### src/rtl/jtgt_encode.sv
// Jump-target encoder: turns a byte jump destination plus the jump's PC into a MIPS J/JAL word.
// Two-stage valid/ready pipeline with alignment/region checks and saturating result counters.
module jtgt_encode #(
  parameter int unsigned CNT_W = 16
) (
  input  logic             clk,
  input  logic             rst,
  input  logic             in_valid,
  output logic             in_ready,
  input  logic [31:0]      in_pc,
  input  logic [31:0]      in_target,
  input  logic             in_link,
  output logic             out_valid,
  input  logic             out_ready,
  output logic [31:0]      out_instr,
  output logic [1:0]       out_err,
  output logic [CNT_W-1:0] enc_count,
  output logic [CNT_W-1:0] err_count
);

  localparam logic [5:0]       OpJ    = 6'b000010;
  localparam logic [5:0]       OpJal  = 6'b000011;
  localparam logic [CNT_W-1:0] CntMax = '1;

  // Stage 1 state
  logic        s1_valid_q, s1_valid_d;
  logic [25:0] s1_index_q, s1_index_d;
  logic        s1_link_q, s1_link_d;
  logic [1:0]  s1_err_q, s1_err_d;

  // Stage 2 (output) state
  logic             out_valid_q, out_valid_d;
  logic [31:0]      out_instr_q, out_instr_d;
  logic [1:0]       out_err_q, out_err_d;
  logic [CNT_W-1:0] enc_count_q, enc_count_d;
  logic [CNT_W-1:0] err_count_q, err_count_d;

  logic [31:0] pc4;
  logic [1:0]  in_err;
  logic        s2_load;
  logic        in_accept;
  logic        out_xfer;

  // The J index can only reach the 256 MB region of the delay-slot address (PC + 4).
  assign pc4       = in_pc + 32'd4;
  assign in_err[0] = (in_target[1:0] != 2'b00);
  assign in_err[1] = (pc4[31:28] != in_target[31:28]);

  assign s2_load   = !out_valid_q || out_ready;
  assign in_ready  = !rst && (!s1_valid_q || !out_valid_q || out_ready);
  assign in_accept = in_valid && in_ready;
  assign out_xfer  = out_valid_q && out_ready;

  always_comb begin
    s1_valid_d = s1_valid_q;
    s1_index_d = s1_index_q;
    s1_link_d  = s1_link_q;
    s1_err_d   = s1_err_q;

    if (in_accept) begin
      s1_valid_d = 1'b1;
      s1_index_d = in_target[27:2];
      s1_link_d  = in_link;
      s1_err_d   = in_err;
    end else if (s2_load) begin
      s1_valid_d = 1'b0;
    end
  end

  always_comb begin
    out_valid_d = out_valid_q;
    out_instr_d = out_instr_q;
    out_err_d   = out_err_q;

    if (s2_load) begin
      out_valid_d = s1_valid_q;
      if (s1_valid_q) begin
        out_err_d = s1_err_q;
        if (s1_err_q == 2'b00) begin
          out_instr_d = {(s1_link_q ? OpJal : OpJ), s1_index_q};
        end else begin
          out_instr_d = 32'h0000_0000;
        end
      end
    end
  end

  always_comb begin
    enc_count_d = enc_count_q;
    err_count_d = err_count_q;

    if (out_xfer) begin
      if (out_err_q == 2'b00) begin
        if (enc_count_q != CntMax) enc_count_d = enc_count_q + 1'b1;
      end else begin
        if (err_count_q != CntMax) err_count_d = err_count_q + 1'b1;
      end
    end
  end

  always_ff @(posedge clk) begin
    if (rst) begin
      s1_valid_q  <= 1'b0;
      out_valid_q <= 1'b0;
      out_instr_q <= 32'h0000_0000;
      out_err_q   <= 2'b00;
      enc_count_q <= '0;
      err_count_q <= '0;
    end else begin
      s1_valid_q  <= s1_valid_d;
      out_valid_q <= out_valid_d;
      out_instr_q <= out_instr_d;
      out_err_q   <= out_err_d;
      enc_count_q <= enc_count_d;
      err_count_q <= err_count_d;
    end
  end

  // Payload is qualified by s1_valid_q, so it needs no reset.
  always_ff @(posedge clk) begin
    s1_index_q <= s1_index_d;
    s1_link_q  <= s1_link_d;
    s1_err_q   <= s1_err_d;
  end

  assign out_valid = out_valid_q;
  assign out_instr = out_instr_q;
  assign out_err   = out_err_q;
  assign enc_count = enc_count_q;
  assign err_count = err_count_q;

endmodule

### config.mk
export PLATFORM = sky130hd
export DESIGN_NAME = jtgt_encode
export DESIGN_NICKNAME = d
export VERILOG_FILES = /design/src/rtl/jtgt_encode.sv
export SDC_FILE = /design/constraint.sdc
export NUM_CORES = 1
export LEC_CHECK = 0
export CAP_MARGIN = 25
export CORE_ASPECT_RATIO = 0.5
export CORE_MARGIN = 4
export CORE_UTILIZATION = 62
export DETAILED_ROUTE_END_ITERATION = 7
export DONT_BUFFER_PORTS = 1
export HOLD_SLACK_MARGIN = 0.08
export MAX_ROUTING_LAYER = met4
export PLACE_DENSITY = 0.78
export SYNTH_ARGS = -nofsm -noshare
export SYNTH_HDL_FRONTEND = slang
export SYNTH_SLANG_ARGS = --single-unit
### constraint.sdc
create_clock -name clk -period 2.4 [get_ports clk]
set_clock_uncertainty 0.1 [all_clocks]
set_input_delay 0.48 -clock clk [delete_from_list [all_inputs] [get_ports clk]]
set_output_delay 0.48 -clock clk [all_outputs]
set_load 0.005 [all_outputs]
==> results.py <==
metrics = {
    "status": {
        "outcome": "finished clean",
    },
    "worst_setup_path": {
        "cp_cell_sequence": "nor2b_1 > nand2b_1 > nor3_4 > a22oi_1 > nor2_1",
        "cp_data_arrival_time_ns": 2.21,
        "crit_required_ns": 2.55,
        "crit_family": "simple AND/OR/NAND/NOR gates",
        "crit_path_max_incr_delay_ns": 0.83,
        "crit_fanout": 28,
        "reg2reg_depth": 5,
        "crit_start": "out_valid",
        "worstSetupPathType": "reg -> reg",
        "reg2reg_to": "out_instr[0]",
        "crit_end": "out_instr[0]",
        "timing.rr.start": "out_valid",
        "cp_num_cells": 5,
        "reg2reg_slack_ns": 0.34,
        "crit_buf_inv": 0,
        "crit_path_start_kind": "register",
        "crit_path_end_kind": "register",
        "critPathSlowestCell": "nor3_4",
    },
    "global_route": {
        "gr-total-overflow": 0,
        "grt_pass1_wl_mm": 12.8,
        "grt_max_degree": 66,
        "antenna_found_initial": 0,
        "grt_pass1_vias": 2615,
        "track_usage_pct": 22.2,
    },
    "logic_synthesis": {
        "ys_seq_area_share_pct": 57.7,
        "yosysWarnings": 0,
        "synth_seq_cells": 93,
        "synth_area_mm2": 0.00373,
        "syn_area_per_cell_um2": 10.6,
        "synth_edf_count": 29,
        "synth-async-reset-ratio_pct": 0,
        "synthSimpleGateAreaFrac_pct": 20.9,
        "synthAdderAreaFrac_pct": 0.671,
        "synthFlopType": "dfxtp_1",
        "synth_compound_gate_area_share_pct": 11.4,
        "synth_xor_xnor_area_share_pct": 6.11,
        "ys_top_cells_by_area": "dfxtp_1 (34%), edfxtp_1 (23%), nor2_1 (6.6%)",
        "synthCells": 352,
        "synth.distinct_cells": 45,
        "synth.area.mux_share_pct": 0.805,
        "synth_largest_area_cell": "dfxtp_1",
        "synth_top_family_by_area": "simple AND/OR/NAND/NOR gates",
        "synth_top_area_share_pct": 34.4,
    },
    "worst_hold_path": {
        "hold_class": "in -> reg",
        "hold_depth": 1,
    },
    "die": {
        "num_rows": 19,
        "start_util_pct": 65.9,
        "die_area_mm2": 0.00740,
        "die_x_um": 118,
        "ios": 137,
        "die_y_um": 62.8,
        "core_mm2": 0.00566,
    },
    "pwr": {
        "p_leak_nw": 1.35,
        "p_per_area_mw_per_mm2": 745,
        "report.power.total_mw": 3.01,
        "ir_worst_vdd_mv": 0.642,
    },
    "cts": {
        "clock_tree.buffer_depth": 2,
        "cts.sinks": 93,
        "ctsHoldBuffers": 0,
        "cts.clk_slew.worst_paths_ns": 0.06,
        "cts_tree": "done",
        "root_buffer": "clkbuf_16",
        "cts_resized": 0,
        "cts-buffers-inserted": 9,
        "cts_max_level": 3,
        "post_cts_buffers": 0,
        "clkLatencyLatePin_ns": 0.33,
    },
    "detailed_routing": {
        "num_vias": 2703,
        "drt-pass1-iter-count": 4,
        "first_iter_violations": 183,
        "drt_wl_total_mm": 7.82,
        "ant_nets": 0,
        "wl_per_cell_um": 18.2,
        "drc_errors": 0,
        "viasPerCell": 6.29,
    },
    "finish": {
        "area_growth_pct": 8.32,
        "final_core_util_pct": 71.4,
        "drive_gt1_share_pct": 7.56,
        "layout.nets": 423,
        "stdcell_count": 430,
        "final_cell_area_mm2": 0.00404,
        "n_antenna_cell": 0,
    },
    "sta": {
        "fin_tns_setup_ns": 0,
        "period_share_pct": 85.8,
        "worstMarginPinSlew_ns": 1.07,
        "final-setup-viol-count": 0,
        "fmax_mhz": 486,
        "rsz0062_at_grt": "false",
        "finalCriticalPeriod_ns": 2.06,
        "maxSlewViolCount": 0,
        "finalHoldViolations": 0,
        "relSlewSlack_pct": 28.1,
    },
    "placed_design": {
        "postPlaceCellArea_mm2": 0.00377,
        "io_buffers": 0,
        "place_congestion": 0.883,
        "post-dp-hpwl_mm": 5.66,
        "placed_cells": 414,
    },
    "flow_run": {
        "maxCapViolations": 0,
    },
}
[worst min path at each step]
| stage | from | end | slack (ns) |
|---|---|---|---|
| after floorplan | s1_index_q[0] | out_instr[0] | 0.36 |
| after global placement | s1_index_q[0] | out_instr[0] | 0.36 |
| after detailed placement | s1_index_q[10] | out_instr[10] | 0.37 |
| after CTS | rst | out_instr[7] | 0.11 |
| after global routing | rst | enc_count[6] | 0.1 |
| final | rst | out_instr[7] | 0.12 |
[metal layers]
layer  GRT usage (%)  part of all wire [%]  vias up  wire (um)
met5               -                     0        -          0
met4            8.32                   2.5        0        192
met3            9.95                   8.0       23        622
met2            37.6                    50      119       3930
met1            23.0                    39     1283       3080
li1                -                     -     1278          -
[kinds of logic (layout without fill, tap and decap cells)]
kind of cell	Yosys count	in the layout
multiplexers	3	3
buffers and inverters	18	20
AO/OA/AOI/OAI	64	64
adder cells (fa/ha/maj)	2	2
other	1	4
AND/OR/NAND/NOR	145	145
flip-flops	93	93
XOR/XNOR	26	26
[layout make-up]
| class | count | area (um2) |
|---|---|---|
| clock inverter | 5 | 36.3 |
| tap | 73 | 91.3 |
| inverter | 1 | 3.75 |
| multi-input combinational | 244 | 1500 |
| timing repair buffer | 3 | 22.5 |
| fill | 429 | 1620 |
| sequential | 93 | 2150 |
| clock buffer | 11 | 233 |
[stage by stage]
step	setup slack (ns)	hold slack, ns
finish	0.341	0.123
global route	0.140	0.0974
CTS	0.331	0.106
detailed placement	0.349	0.375
global placement	0.455	0.364
floorplan	0.415	0.359
[worst register-to-register path, stage by stage, from the launching register on]
cell      delay (ns)
dfxtp_1         0.36
nor2b_1         0.19
nand2b_1        0.19
nor3_4          0.83
a22oi_1         0.15
nor2_1          0.17
[sequential cells by signal, indices dropped and copies added (netlist names)]
name	count
out_valid	1
s1_link_q	1
out_err	2
enc_count	16
s1_valid_q	1
out_instr	28
s1_err_q	2
s1_index_q	26
err_count	16
[power by group]
part	switching [mW]	leakage, nW	internal (mW)
sequential	0.0230	0.789	1.66
combinational	0.0459	0.432	0.0299
clock	0.546	0.124	0.703
[cells in the final DEF (no fill, tap or decap), types with 4 or more instances in the layout]
| cell | n |
|---|---|
| nor2_1 | 66 |
| dfxtp_1 | 64 |
| edfxtp_1 | 29 |
| a22oi_1 | 27 |
| xnor2_1 | 22 |
| a21oi_1 | 18 |
| nand4_1 | 18 |
| nand2_1 | 12 |
| nor3_1 | 9 |
| clkbuf_16 | 9 |
| nand3_1 | 8 |
| o21ai_0 | 6 |
| a211oi_1 | 6 |
| xor2_1 | 4 |
| conb_1 | 4 |
[cells in the mapped netlist (2+ instances only)]
library cell / number
and3_1: 3
nor3_1: 9
nand2b_1: 3
clkbuf_1: 9
xnor2_1: 22
or3_1: 3
nor2_1: 66
or2_2: 2
xor2_1: 4
nand3_1: 8
dfxtp_1: 64
nand4_1: 18
ha_1: 2
nand3b_1: 2
o21ai_0: 6
mux2i_1: 3
and2_1: 3
a211oi_1: 6
edfxtp_1: 29
a22oi_1: 27
and4_1: 3
buf_4: 4
nand2_1: 12
a21oi_1: 18
nor4_2: 3
buf_2: 4
Power figures use the tool's default switching activity.
